$ cat src/rtl/unidade_de_busca.sv
// unidade_de_busca: instruction fetch unit between the PC register and decode.
// Reads the word at the current PC over a req/ack handshake, buffers it for
// decode, and pulses pc_avanca so the PC advances only when a fetch completes.
// Redirect flushes discard the buffered and in-flight words; an unanswered
// request faults the block into a sticky error state.
//
// Handshakes:
//   memory side : mem_req/mem_endereco are registered and held stable until
//                 the cycle in which mem_ack=1; mem_dado is sampled only then.
//   decode side : a word transfers in every cycle where instrucao_valida=1
//                 and decod_pronto=1; while decod_pronto=0 the word and its
//                 address are held unchanged and no new request is issued.
module unidade_de_busca #(
    parameter int LARGURA_END  = 26,
    parameter int LARGURA_INST = 32,
    parameter int TIMEOUT      = 255
) (
    input  logic                    clock,
    input  logic                    reset,
    input  logic [LARGURA_END-1:0]  pcAtual,
    input  logic                    flush,
    output logic                    mem_req,
    output logic [LARGURA_END-1:0]  mem_endereco,
    input  logic                    mem_ack,
    input  logic [LARGURA_INST-1:0] mem_dado,
    output logic [LARGURA_INST-1:0] instrucao,
    output logic [LARGURA_END-1:0]  instrucao_pc,
    output logic                    instrucao_valida,
    input  logic                    decod_pronto,
    output logic                    pc_avanca,
    output logic                    erro_busca,
    output logic [1:0]              estado
);

    typedef enum logic [1:0] {
        OCIOSO   = 2'd0,
        ESPERA   = 2'd1,
        DESCARTA = 2'd2,
        ERRO     = 2'd3
    } estado_t;

    // Counter only needs to reach TIMEOUT-1 (the last request cycle).
    localparam int LARGURA_CONT = (TIMEOUT > 1) ? $clog2(TIMEOUT) : 1;
    localparam logic [LARGURA_CONT-1:0] ULTIMO_CICLO = LARGURA_CONT'(TIMEOUT - 1);

    estado_t                 estado_q;
    logic [LARGURA_CONT-1:0] contador;
    logic                    buffer_livre;

    // Buffer is free when empty or when decode takes the word this cycle.
    assign buffer_livre = !instrucao_valida || decod_pronto;

    // Current FSM state exposed for observation.
    assign estado = estado_q;

    // Fetch FSM with all outputs registered.
    always_ff @(posedge clock) begin
        if (reset) begin
            estado_q         <= OCIOSO;
            mem_req          <= 1'b0;
            mem_endereco     <= '0;
            instrucao        <= '0;
            instrucao_pc     <= '0;
            instrucao_valida <= 1'b0;
            pc_avanca        <= 1'b0;
            erro_busca       <= 1'b0;
            contador         <= '0;
        end else begin
            pc_avanca <= 1'b0;

            // Flush beats consumption; a load below overrides both.
            if (estado_q != ERRO) begin
                if (flush) begin
                    instrucao_valida <= 1'b0;
                end else if (instrucao_valida && decod_pronto) begin
                    instrucao_valida <= 1'b0;
                end
            end

            case (estado_q)
                OCIOSO: begin
                    if (!flush && buffer_livre) begin
                        mem_endereco <= pcAtual;
                        mem_req      <= 1'b1;
                        contador     <= '0;
                        estado_q     <= ESPERA;
                    end
                end

                ESPERA: begin
                    if (mem_ack) begin
                        mem_req  <= 1'b0;
                        estado_q <= OCIOSO;
                        if (!flush) begin
                            instrucao        <= mem_dado;
                            instrucao_pc     <= mem_endereco;
                            instrucao_valida <= 1'b1;
                            pc_avanca        <= 1'b1;
                        end
                    end else if (contador == ULTIMO_CICLO) begin
                        mem_req          <= 1'b0;
                        erro_busca       <= 1'b1;
                        instrucao_valida <= 1'b0;
                        estado_q         <= ERRO;
                    end else begin
                        contador <= contador + 1'b1;
                        // Request stays up; its answer will be thrown away.
                        if (flush) begin
                            estado_q <= DESCARTA;
                        end
                    end
                end

                DESCARTA: begin
                    if (mem_ack) begin
                        mem_req  <= 1'b0;
                        estado_q <= OCIOSO;
                    end else if (contador == ULTIMO_CICLO) begin
                        mem_req          <= 1'b0;
                        erro_busca       <= 1'b1;
                        instrucao_valida <= 1'b0;
                        estado_q         <= ERRO;
                    end else begin
                        contador <= contador + 1'b1;
                    end
                end

                ERRO: begin
                    // Sticky until reset.
                    estado_q <= ERRO;
                end

                default: begin
                    estado_q <= OCIOSO;
                end
            endcase
        end
    end

endmodule

$ cat config.mk
export PLATFORM = sky130hd
export DESIGN_NAME = unidade_de_busca
export DESIGN_NICKNAME = d
export VERILOG_FILES = /design/src/rtl/unidade_de_busca.sv
export SDC_FILE = /design/constraint.sdc
export NUM_CORES = 1
export LEC_CHECK = 0
export BUFFER_PORTS_ARGS = -buffer_cell sky130_fd_sc_hd__buf_4
export CAP_MARGIN = 20
export CELL_PAD_IN_SITES_DETAIL_PLACEMENT = 0
export CELL_PAD_IN_SITES_GLOBAL_PLACEMENT = 2
export CORE_MARGIN = 1.5
export CORE_UTILIZATION = 25
export DETAILED_ROUTE_END_ITERATION = 8
export PLACE_DENSITY_LB_ADDON = 0.1
export SYNTH_ARGS = -nofsm -noshare
export SYNTH_HDL_FRONTEND = slang
export SYNTH_SLANG_ARGS = --single-unit
$ cat constraint.sdc
create_clock -name clock -period 2.6 [get_ports clock]
set_clock_uncertainty 0.15 [all_clocks]
set_input_delay 0.39 -clock clock [delete_from_list [all_inputs] [get_ports clock]]
set_output_delay 0.39 -clock clock [all_outputs]
set_load 0.01 [all_outputs]
# [Word-level counts from Yosys, hierarchy flattened]
# Index checks and enable logic that the tools add are counted.
[op_classes] n_mul=0 n_lt_le_gt_ge=0 bitwise=3 n_reduce_logical=15 div_mod_pow=0 n_shift=0 n_mux=24 eq_ne=11 n_addsub=1
[ops] operator="$mux 8" count=3
[ops] operator="$pmux 8 s2" count=1
[ops] operator="$mux 2" count=6
[ops] operator="$reduce_and 3->1" count=4
[ops] operator="$mux 1" count=11
[ops] operator="$add 8x1->8 const B" count=1
[ops] operator="$eq 8x8->1 const B" count=1
[ops] operator="$ne 2x2->1 const B" count=4
[ops] operator="$pmux 2 s4" count=1
[ops] operator="$eq 2x2->1 const B" count=2
[ops] operator="$ne 4x4->1 const B" count=1
[ops] operator="$pmux 1 s2" count=2
[ops] operator="$reduce_and 4->1" count=1
[ops] operator="$ne 3x1->1 const B" count=1
[ops] operator="$ne 3x3->1 const B" count=1
[ops] operator="$not 1->1" count=3
[ops] operator="$reduce_or 3->1" count=1
[ops] operator="$eq 2x1->1 const B" count=1
[ops] operator="$logic_and 1x1->1" count=2
[ops] operator="$logic_not 1->1" count=2
[ops] operator="$logic_not 2->1" count=1
[ops] operator="$reduce_and 2->1" count=1
[ops] operator="$reduce_bool 2->1" count=1
[ops] operator="$reduce_or 2->1" count=1
[ops] operator="$logic_or 1x1->1" count=1
[totals] latchBits=0 regBits=98 mem_bits_ro=0 ramBits=0 n_memories=0 inputBits=63

# [Depth between registers and ports, before layout]
# Gate-level depths: netlist of run 1.
[logic_depth] depth_word=7 depth_mapped=8

# [Worst setup path after synthesis of run 1]
# No wires, ideal clock.
[synth_timing] path_type="register -> register" from="register estado_q[0] (netlist: estado[0])" to="register contador[6]" arrival_time_ps=1808 path_stages_with_launch=8 n_path_buf=1 setup_time_ps=73 setup_slack_ps=569 synth_period_minus_slack_ps=2031 cell_sequence="dfxtp_1 -> inv_1 -> ha_1 -> inv_1 -> o22ai_1 -> buf_2 -> or4_1 -> a21oi_1"
[synth_via] elab_chain_len=4 word_cells_on_any_way=10 cone_classes="5 x eq/ne; 1 x mux; 4 x reduce/logical"
[synth_lines] element="from (decl)" line="46" rtl="estado_t estado_q;"
[synth_lines] element="from (signal assigned)" line="59" rtl="estado_q <= OCIOSO;"
[synth_lines] element="from (signal assigned)" line="86" rtl="estado_q <= ESPERA;"
[synth_lines] element="from (signal assigned)" line="93" rtl="estado_q <= OCIOSO;"
[synth_lines] element="$eq 2x2->1 / $eq 2x1->1 (equally long branches)" line="80" rtl="case (estado_q)"
[synth_lines] element="$reduce_or 2->1 (no source line)"
[synth_lines] element="$ne 2x2->1 (no source line) / $reduce_bool 2->1 (equally long branches)"
[synth_lines] element="$reduce_and 4->1 (no source line)"
[synth_lines] element="to (signal assigned)" line="106" rtl="contador <= contador + 1'b1;"
[synth_lines] element="to (signal assigned)" line="124" rtl="contador <= contador + 1'b1;"
[synth_lines] element="to (decl)" line="47" rtl="logic [LARGURA_CONT-1:0] contador;"
# Parallel ways exist; a longest one is shown, timed or not.
# A chain may end at the register's enable or synchronous reset.

# [Final worst setup path of run 1]
[layout_timing] from="register estado_q[1] (netlist: estado[1])" to="register contador[7]"
# The elaborated chain is that of the path after synthesis.

==> impl_metrics.ini, run 1 <==
[run_status]
outcome = finished clean

[worst_setup_path]
path_max_fanout = 12
crit_start = estado[1]
rrSetupSlack_ns = 0.36
r2r-start = estado[1]
reg2reg_depth = 6
reg2reg_to = contador[7]
arrival_ns = 2.32
path_class = register to register
cp.required_ns = 2.68
start_kind = register
critPathCaptureType = register
crit_path_end = contador[7]

[clocking]
post-cts-setup-buffers = 0
clk_latency_ns = 0.34
cts_hold_buf = 0
cts_max_path_buffers = 2
cts_tree = done
clkSinkCount = 98
cts.htree.levels = 3
path_clk_slew_ns = 0.07
cts_made_buffers = 9
cts_resized = 0
root_buffer = clkbuf_16

[drt]
post_drt_wl_per_cell_um = 14.29
routed_wl_mm = 11.45
ant_nets = 0
vias_per_cell = 4.474
drtIter0Drc = 146
vias = 3584
first_pass_iters = 4
drc = 0

[die]
die_w_um = 124.7
dieHeight_um = 124.7
die_area_um2 = 15560
floorplan.initialDensity_pct = 25.59
coreArea_um2 = 14480
boundaryPins = 153
rows = 44

[sta]
final_hold_viol_count = 0
timing.slew.headroom_pct = 53.76
final_max_slew_viol_count = 0
fmax_ghz = 0.4466
tightest_slew_ns = 0.6935
fin_ws_ns = 0.3607
tns_ns = 0
min_period_ns = 2.239
rsz0062_at_grt = false
post-route-period-util_pct = 86.13
setup_violations = 0

[layout]
nNetsFinal = 682
n_antenna_cell = 0
fillers = 1541
utilization_pct = 36.76
syn2layout_area_growth_pct = 43.67
drive_gt1_share_pct = 29.98

[power]
clock_power_share_pct = 37.8
power.total_w = 0.003363
p_per_area_nw_per_um2 = 631.9
p_switching_w = 0.0008796
p_sw_share_pct = 26.15
seqPwrFrac_pct = 47.8
p_int_w = 0.002484
power_frac_comb_pct = 14.4
peakVddDrop_mv = 0.2388
p_leak_nw = 2.210

[yosys]
ys_top_cells_by_area = dfxtp_1 (53%), nand2_1 (18%), a21oi_1 (13%)
synth-edff-count = 0
ys.flop_type = dfxtp_1
synth_top_area_share_pct = 52.96
avgSynthCellArea_um2 = 7.916
synth_common_cells = nand2_1 (174), dfxtp_1 (98), a21oi_1 (93)
ys_warn_count = 0
async_flop_share_pct = 0
netlist_area_um2 = 3705
yosys.area.top_type = dfxtp_1
yosysMostFrequentCell = nand2_1
synth_nets = 538
syn_inst = 468
ys_types = 34
seq_area_frac_synth_pct = 52.96
synth-seq-cells = 98

[grt]
track_usage_pct = 14.86
antenna_found_initial = 0
grt_max_degree = 47
grt_pass1_wl_mm = 18.31
grt_overflow = 0
grt_pass1_vias = 3446

[place]
port_buffers = 152
place_ws_ns = 0.3834
place_hpwl_mm = 7.731
place_congestion = 0.7494

[run]
cap_violations = 0

[min_path]
min-delay-start = pcAtual[1]
holdCritPathClass = input port to register
hold_depth = 3
==> per-layer routing <==
metal	wire (um)	part of all wire (%)	up-vias	track usage, %
met5	0	0	-	0
met4	154	1.3	0	5.680
met3	607	5.3	10	3.136
met2	5412	47	94	24.53
met1	5272	46	1649	18.99
li1	-	-	1831	-
==> worst min path at each step <==
stage                     slack [ns]          endpoint
final                           0.14   mem_endereco[1]
after global placement          0.29  instrucao_pc[23]
after CTS                       0.12  mem_endereco[17]
after detailed placement        0.30     instrucao[22]
after global routing            0.14     instrucao[27]
after floorplan                 0.31       contador[7]
==> cell usage in the layout, fill, tap and decap left out, types with 2 or more instances in the layout <==
cell type    n
o21ai_0     10
and2_1       2
clkbuf_8     2
inv_1        8
or3_1        4
nor2_1       7
clkinv_2     2
buf_4      161
a21oi_1     93
ha_1         7
nand4_1      2
nand3_1      5
nor3_1       3
clkbuf_16    9
or4_1        4
and3_1       3
mux2i_1      2
nand2_1    173
nand2b_1     2
dfxtp_1     98
o31ai_1      2
==> through the flow <==
stage / hold slack (ns) / cell area (um^2) / cells
CTS: 0.1249 / 5323 / 801
floorplan: 0.3095 / 3705 / 468
global route: 0.1360 / 5323 / 801
detailed placement: 0.2990 / 5040 / 785
finish: 0.1395 / 5323 / 801
global placement: 0.2930 / 5040 / 785
==> sequential cells by signal, summed over array words and instances (netlist names) <==
name              count
mem_endereco         26
contador              8
instrucao_valida      1
mem_req               1
pc_avanca             1
instrucao_pc         26
erro_busca            1
instrucao            32
estado                2
==> final cells by class <==
type	instances	area [um^2]	share of cell area, %
clock inverter	4	26.28	0.4937
timing repair buffer	161	1209	22.71
sequential	98	1962	36.86
clock buffer	12	256.5	4.819
multi-input combinational	334	1609	30.23
tap	184	230.2	4.325
inverter	8	30.03	0.5642
==> critical path, cell delays in order, from the launching register on <==
cell and delay [ns]:
dfxtp_1 0.43, inv_1 0.11, ha_1 0.37, inv_1 0.12
o22ai_1 0.24, or4_1 0.56, mux2i_1 0.13
==> power groups by stage <==
stage          clock [W]  combinational, W  sequential (W)
2_1_floorplan          0          0.000211         0.00167
3_3_place_gp           0          0.000495         0.00164
3_5_place_dp           0          0.000497         0.00164
4_1_cts          0.00133          0.000498         0.00161
5_1_grt          0.00138          0.000539         0.00162
6_report         0.00127          0.000484         0.00161
==> logic make-up (layout without fill, tap and decap cells) <==
family | after synthesis | after routing | share of synthesized area [%]
buffers and inverters | 36 | 185 | 3.850
adder cells (fa/ha/maj) | 7 | 7 | 2.364
AND/OR/NAND/NOR | 212 | 212 | 23.98
multiplexers | 2 | 2 | 0.5404
flip-flops | 98 | 98 | 52.96
AO/OA/AOI/OAI | 113 | 113 | 16.31
No activity file was read; power rests on OpenSTA's default activity.
==> run 2: changes to the inputs <==
- ABC_AREA: unset -> 1
==> impl_metrics.ini, run 2 <==
[run_status]
outcome = finished clean

[power]
p_leak_nw = 2.386
p_per_area_nw_per_um2 = 910.3
peakVddDrop_mv = 0.3516
p_sw_share_pct = 34.11
p_int_w = 0.003254
power_frac_comb_pct = 33.1
p_switching_w = 0.001684
clock_power_share_pct = 27.6
seqPwrFrac_pct = 39.3

[clocking]
root_buffer = clkbuf_16
cts.htree.levels = 3
cts_hold_buf = 0
clk_latency_ns = 0.35
post-cts-setup-buffers = 0
cts_max_path_buffers = 2
cts_made_buffers = 9
clkSinkCount = 98
cts_resized = 0
path_clk_slew_ns = 0.07
cts_tree = done

[drt]
drc = 0
vias_per_cell = 4.307
drtIter0Drc = 131
vias = 3480
routed_wl_mm = 11.01
ant_nets = 0
first_pass_iters = 4
post_drt_wl_per_cell_um = 13.62

[die]
dieHeight_um = 126.5
die_area_um2 = 16010
rows = 44
coreArea_um2 = 14700
boundaryPins = 153
floorplan.initialDensity_pct = 25.95
die_w_um = 126.5

[yosys]
synth_nets = 547
avgSynthCellArea_um2 = 7.998
synth-seq-cells = 98
ys_warn_count = 0
synth_common_cells = dfxtp_1 (98), nor2_1 (82), o21ai_0 (67)
netlist_area_um2 = 3815
ys.flop_type = dfxtp_1
yosysMostFrequentCell = dfxtp_1
async_flop_share_pct = 0
syn_inst = 477
ys_types = 31
ys_top_cells_by_area = dfxtp_1 (51%), o21ai_0 (8.8%), nor2_1 (8.1%)
synth_top_area_share_pct = 51.43
seq_area_frac_synth_pct = 51.43
synth-edff-count = 0
yosys.area.top_type = dfxtp_1

[worst_setup_path]
cp.required_ns = 2.68
crit_path_top_delay_cell = nand3_2
cp_cell_sequence = inv_1, ha_1, nand3_2, buf_4, o21ai_1, a21oi_1
path_class = register to register
critPathCaptureType = register
arrival_ns = 2.14
path_max_fanout = 27
cpPeakStageDelay_ns = 0.46
start_kind = register
crit_family = buffers and inverters
cp_num_buf_inv = 2
rrSetupSlack_ns = 0.54

[sta]
tightest_slew_ns = 0.5373
final_max_slew_viol_count = 0
post-route-period-util_pct = 79.10
fmax_ghz = 0.4863
tns_ns = 0
rsz0062_at_grt = false
min_period_ns = 2.057
final_hold_viol_count = 0
whs_ns = 0.1276
setup_violations = 0
timing.slew.headroom_pct = 64.14

[min_path]
holdCritPathClass = input port to register

[grt]
antenna_found_initial = 0
grt_overflow = 0
grt_max_degree = 72
track_usage_pct = 13.78
grt_pass1_vias = 3292
grt_pass1_wl_mm = 17.09

[place]
port_buffers = 152
place_congestion = 0.7561
place_hpwl_mm = 7.698

[layout]
reg_top3 = instrucao (32), instrucao_pc (26), mem_endereco (26)
drive_gt1_share_pct = 31.41
n_antenna_cell = 0
largest_register_ff_count = 32
final_cell_mix = buf_4 (156), dfxtp_1 (98), nor2_1 (82)
top_register = instrucao
nNetsFinal = 689
syn2layout_area_growth_pct = 42.21
mostFrequentLayoutCell = buf_4

[run]
cap_violations = 0
-- run 2: changes by cell type in the layout (fill, tap and decap cells not counted), moves of 3 or more --
cell	change
nand3_1	+3
nand2_1	-134
inv_1	+31
and3_1	-3
a21oi_1	-37
nand2_4	+3
o21ai_1	+21
or3_1	-4
buf_4	-5
or4_1	-4
nor2_1	+75
o21ai_0	+57
a21oi_2	+5
inv_2	+5
-- run 2: logic make-up (layout without fill, tap and decap cells) --
family,after synthesis,after routing,synth area share [%]
compound gates,154,154,21.32
simple gates,144,144,16.23
flops,98,98,51.43
buf+inv,71,218,8.035
fa+ha+maj,7,7,2.296
xor+xnor,3,3,0.6889
-- run 2: stage by stage --
| stage | setup WS, ns | cells | area (um^2) | power (W) | utilization [%] |
|---|---|---|---|---|---|
| 6_report | 0.5434 | 808 | 5425 | 0.004938 | 36.91 |
| 3_5_place_dp | 0.4942 | 792 | 5120 | 0.003637 | 34.83 |
| 4_1_cts | 0.4842 | 808 | 5425 | 0.005051 | 36.91 |
| 3_3_place_gp | 0.5703 | 792 | 5120 | 0.003633 | 34.83 |
| 2_1_floorplan | 0.9526 | 477 | 3815 | 0.002885 | - |
| 5_1_grt | 0.3233 | 808 | 5425 | 0.005296 | 36.91 |
-- run 2: path summary, 6_finish.rpt --
check / startpoint / depth (start not counted) / end
setup / recovery: estado[1] / 6 / mem_endereco[7]
hold reg to reg: erro_busca / 2 / erro_busca
setup reg to reg: estado[1] / 6 / mem_endereco[7]
hold / removal: mem_dado[11] / 3 / instrucao[11]
-- run 2: final cells by class --
cell class | instances | area (um^2)
clock inverter | 5 | 62.56
clock buffer | 11 | 242.7
fill | 1542 | 9274
sequential | 98 | 1962
inverter | 44 | 165.2
tap | 184 | 230.2
timing repair buffer | 158 | 1211
multi-input combinational | 308 | 1551
-- run 2: worst reg2reg max path, delay by kind of cell, from the launching register on --
family / cells / cell delay [ns]
compound gates: 2 / 0.19
flops: 1 / 0.36
simple gates: 1 / 0.46
fa+ha+maj: 1 / 0.27
buf+inv: 2 / 0.53
-- run 2: power by group through the flow --
stage | registers, W | clock network [W] | logic [W]
after global routing | 0.00197 | 0.00149 | 0.00183
after floorplan | 0.00208 | 0 | 0.000803
final | 0.00194 | 0.00137 | 0.00163
after CTS | 0.00194 | 0.00144 | 0.00167
after global placement | 0.00196 | 0 | 0.00167
after detailed placement | 0.00197 | 0 | 0.00166
-- run 2: per-layer routing --
layer | part of all wire (%) | routed length, um | vias to the layer above | track usage [%]
met5 | 0 | 0 | - | 0
met4 | 0.91 | 100 | 0 | 3.651
met3 | 9.0 | 988 | 7 | 7.212
met2 | 46 | 5094 | 86 | 21.70
met1 | 44 | 4822 | 1555 | 16.47
li1 | - | - | 1832 | -
==> run 3: changes to the inputs <==
- CORE_UTILIZATION: 25 -> 24
- clock period: 2.6 -> 1.85 ns (I/O delays scaled with it)
==> impl_metrics.ini, run 3 (synthesized netlist as in run 2, its figures left out) <==
[power]
peakVddDrop_mv = 0.5386
power_frac_comb_pct = 34.0
power.total_w = 0.007130
seqPwrFrac_pct = 38.2
clock_power_share_pct = 27.8
p_sw_share_pct = 33.12
p_leak_nw = 2.443
p_int_w = 0.004769
p_switching_w = 0.002361
p_per_area_nw_per_um2 = 1281

[worst_setup_path]
start_kind = register
rrSetupSlack_ns = 0.17
r2r-start = estado[0]
arrival_ns = 1.76
reg2reg_to = mem_endereco[16]
crit_family = buffers and inverters
reg2reg_depth = 6
cp_cell_sequence = inv_1, ha_1, nand3_2, buf_12, o21ai_0, a21oi_1
crit_path_top_delay_cell = dfxtp_1
cp_num_buf_inv = 2
cp.required_ns = 1.93
critPathCaptureType = register
path_max_fanout = 46
path_class = register to register
cpPeakStageDelay_ns = 0.33

[drt]
vias = 3558
vias_per_cell = 4.231
first_pass_iters = 4
post_drt_wl_per_cell_um = 13.36
routed_wl_mm = 11.24
drtIter0Drc = 137
drc = 0
ant_nets = 0

[clocking]
cts_max_path_buffers = 2
clk_latency_ns = 0.34
cts.htree.levels = 3
clkSinkCount = 98
root_buffer = clkbuf_16
cts_tree = done
path_clk_slew_ns = 0.07
cts_made_buffers = 9

[layout]
final_area_um2 = 5568
mostFrequentLayoutCell = buf_4
final_cells = 841
reg_top3 = instrucao (32), instrucao_pc (26), mem_endereco (26)
n_antenna_cell = 0
drive_gt1_share_pct = 31.75
largest_register_ff_count = 32
top_register = instrucao
fillers = 1633
final_cell_mix = buf_4 (158), dfxtp_1 (98), nor2_1 (82)
nNetsFinal = 696
syn2layout_area_growth_pct = 45.95

[grt]
grt_pass1_vias = 3340
grt_max_degree = 51
track_usage_pct = 13.74
grt_overflow = 0
antenna_found_initial = 0
grt_pass1_wl_mm = 17.53

[sta]
final_max_slew_viol_count = 0
timing.slew.headroom_pct = 77.36
tightest_slew_ns = 0.3391
fmax_ghz = 0.5970
post-route-period-util_pct = 90.55
min_period_ns = 1.675
rsz0062_at_grt = false
setup_violations = 0
tns_ns = 0
final_hold_viol_count = 0

[min_path]
hold_end = instrucao[9]
holdCritPathClass = input port to register
hold_depth = 3
min-delay-start = mem_dado[9]

[die]
floorplan.initialDensity_pct = 24.82
die_w_um = 129.1
coreArea_um2 = 15370
die_area_um2 = 16660
dieHeight_um = 129.1
rows = 45
boundaryPins = 153

[run_status]
outcome = finished clean

[place]
place_inst = 825
place_area_um2 = 5249
place_congestion = 0.7371
port_buffers = 152
place_hpwl_mm = 8.138

[run]
cap_violations = 0
[run 3: area by class of cell]
class | count | area (um^2) | share of cell area (%)
clock inverter | 4 | 76.32 | 1.371
multi-input combinational | 308 | 1551 | 27.87
inverter | 44 | 165.2 | 2.966
timing repair buffer | 165 | 1316 | 23.64
clock buffer | 11 | 232.7 | 4.180
sequential | 98 | 1962 | 35.24
tap | 211 | 264.0 | 4.742
[run 3: what timing repair did]
item                                   4_1_cts  5_1_grt
gates resized for setup                      0        0
buffers inserted                             0        0
hold buffers                                 1        0
endpoints found under the hold margin        1        0
[run 3: layer usage]
metal | part of all wire [%] | routed length, um | track usage [%]
met1 | 44 | 4903 | 16.76
met2 | 45 | 5105 | 20.86
met3 | 9.8 | 1097 | 7.308
met4 | 1.1 | 129 | 4.362
met5 | 0 | 0 | 0
[run 3: worst max path at each step]
stage | startpoint | endpoint | cells past startpoint
detailed placement | estado[0] | mem_endereco[16] | 6
global route | estado[0] | mem_endereco[24] | 6
CTS | estado[0] | mem_endereco[16] | 6
floorplan | estado[0] | contador[2] | 7
global placement | estado[0] | mem_endereco[23] | 6
finish | estado[0] | mem_endereco[16] | 6
[run 3: per-stage QoR]
stage	hold WS, ns	setup slack, ns	util [%]
after floorplan	0.2763	0.2026	-
after global placement	0.3019	0.1989	34.15
after detailed placement	0.2942	0.1577	34.15
after CTS	0.003639	0.1489	36.22
after global routing	0.01766	0.02625	36.22
final	0.02428	0.1748	36.22
[run 3: power by group through the flow]
stage | logic, W | clock network (W) | registers [W]
floorplan | 0.00113 | 0 | 0.00293
global placement | 0.00248 | 0 | 0.00276
detailed placement | 0.00248 | 0 | 0.00277
CTS | 0.00249 | 0.00208 | 0.00273
global route | 0.00272 | 0.00216 | 0.00277
finish | 0.00243 | 0.00198 | 0.00272
[run 3: worst register-to-register path: cells and delay by family (launching register included)]
kind                       cells  cell delay, ns
adders and majority gates      1            0.27
AOI/OAI and AO/OA              2            0.26
and+or+nand+nor                1            0.21
DFF                            1            0.33
buffers and inverters          2            0.34
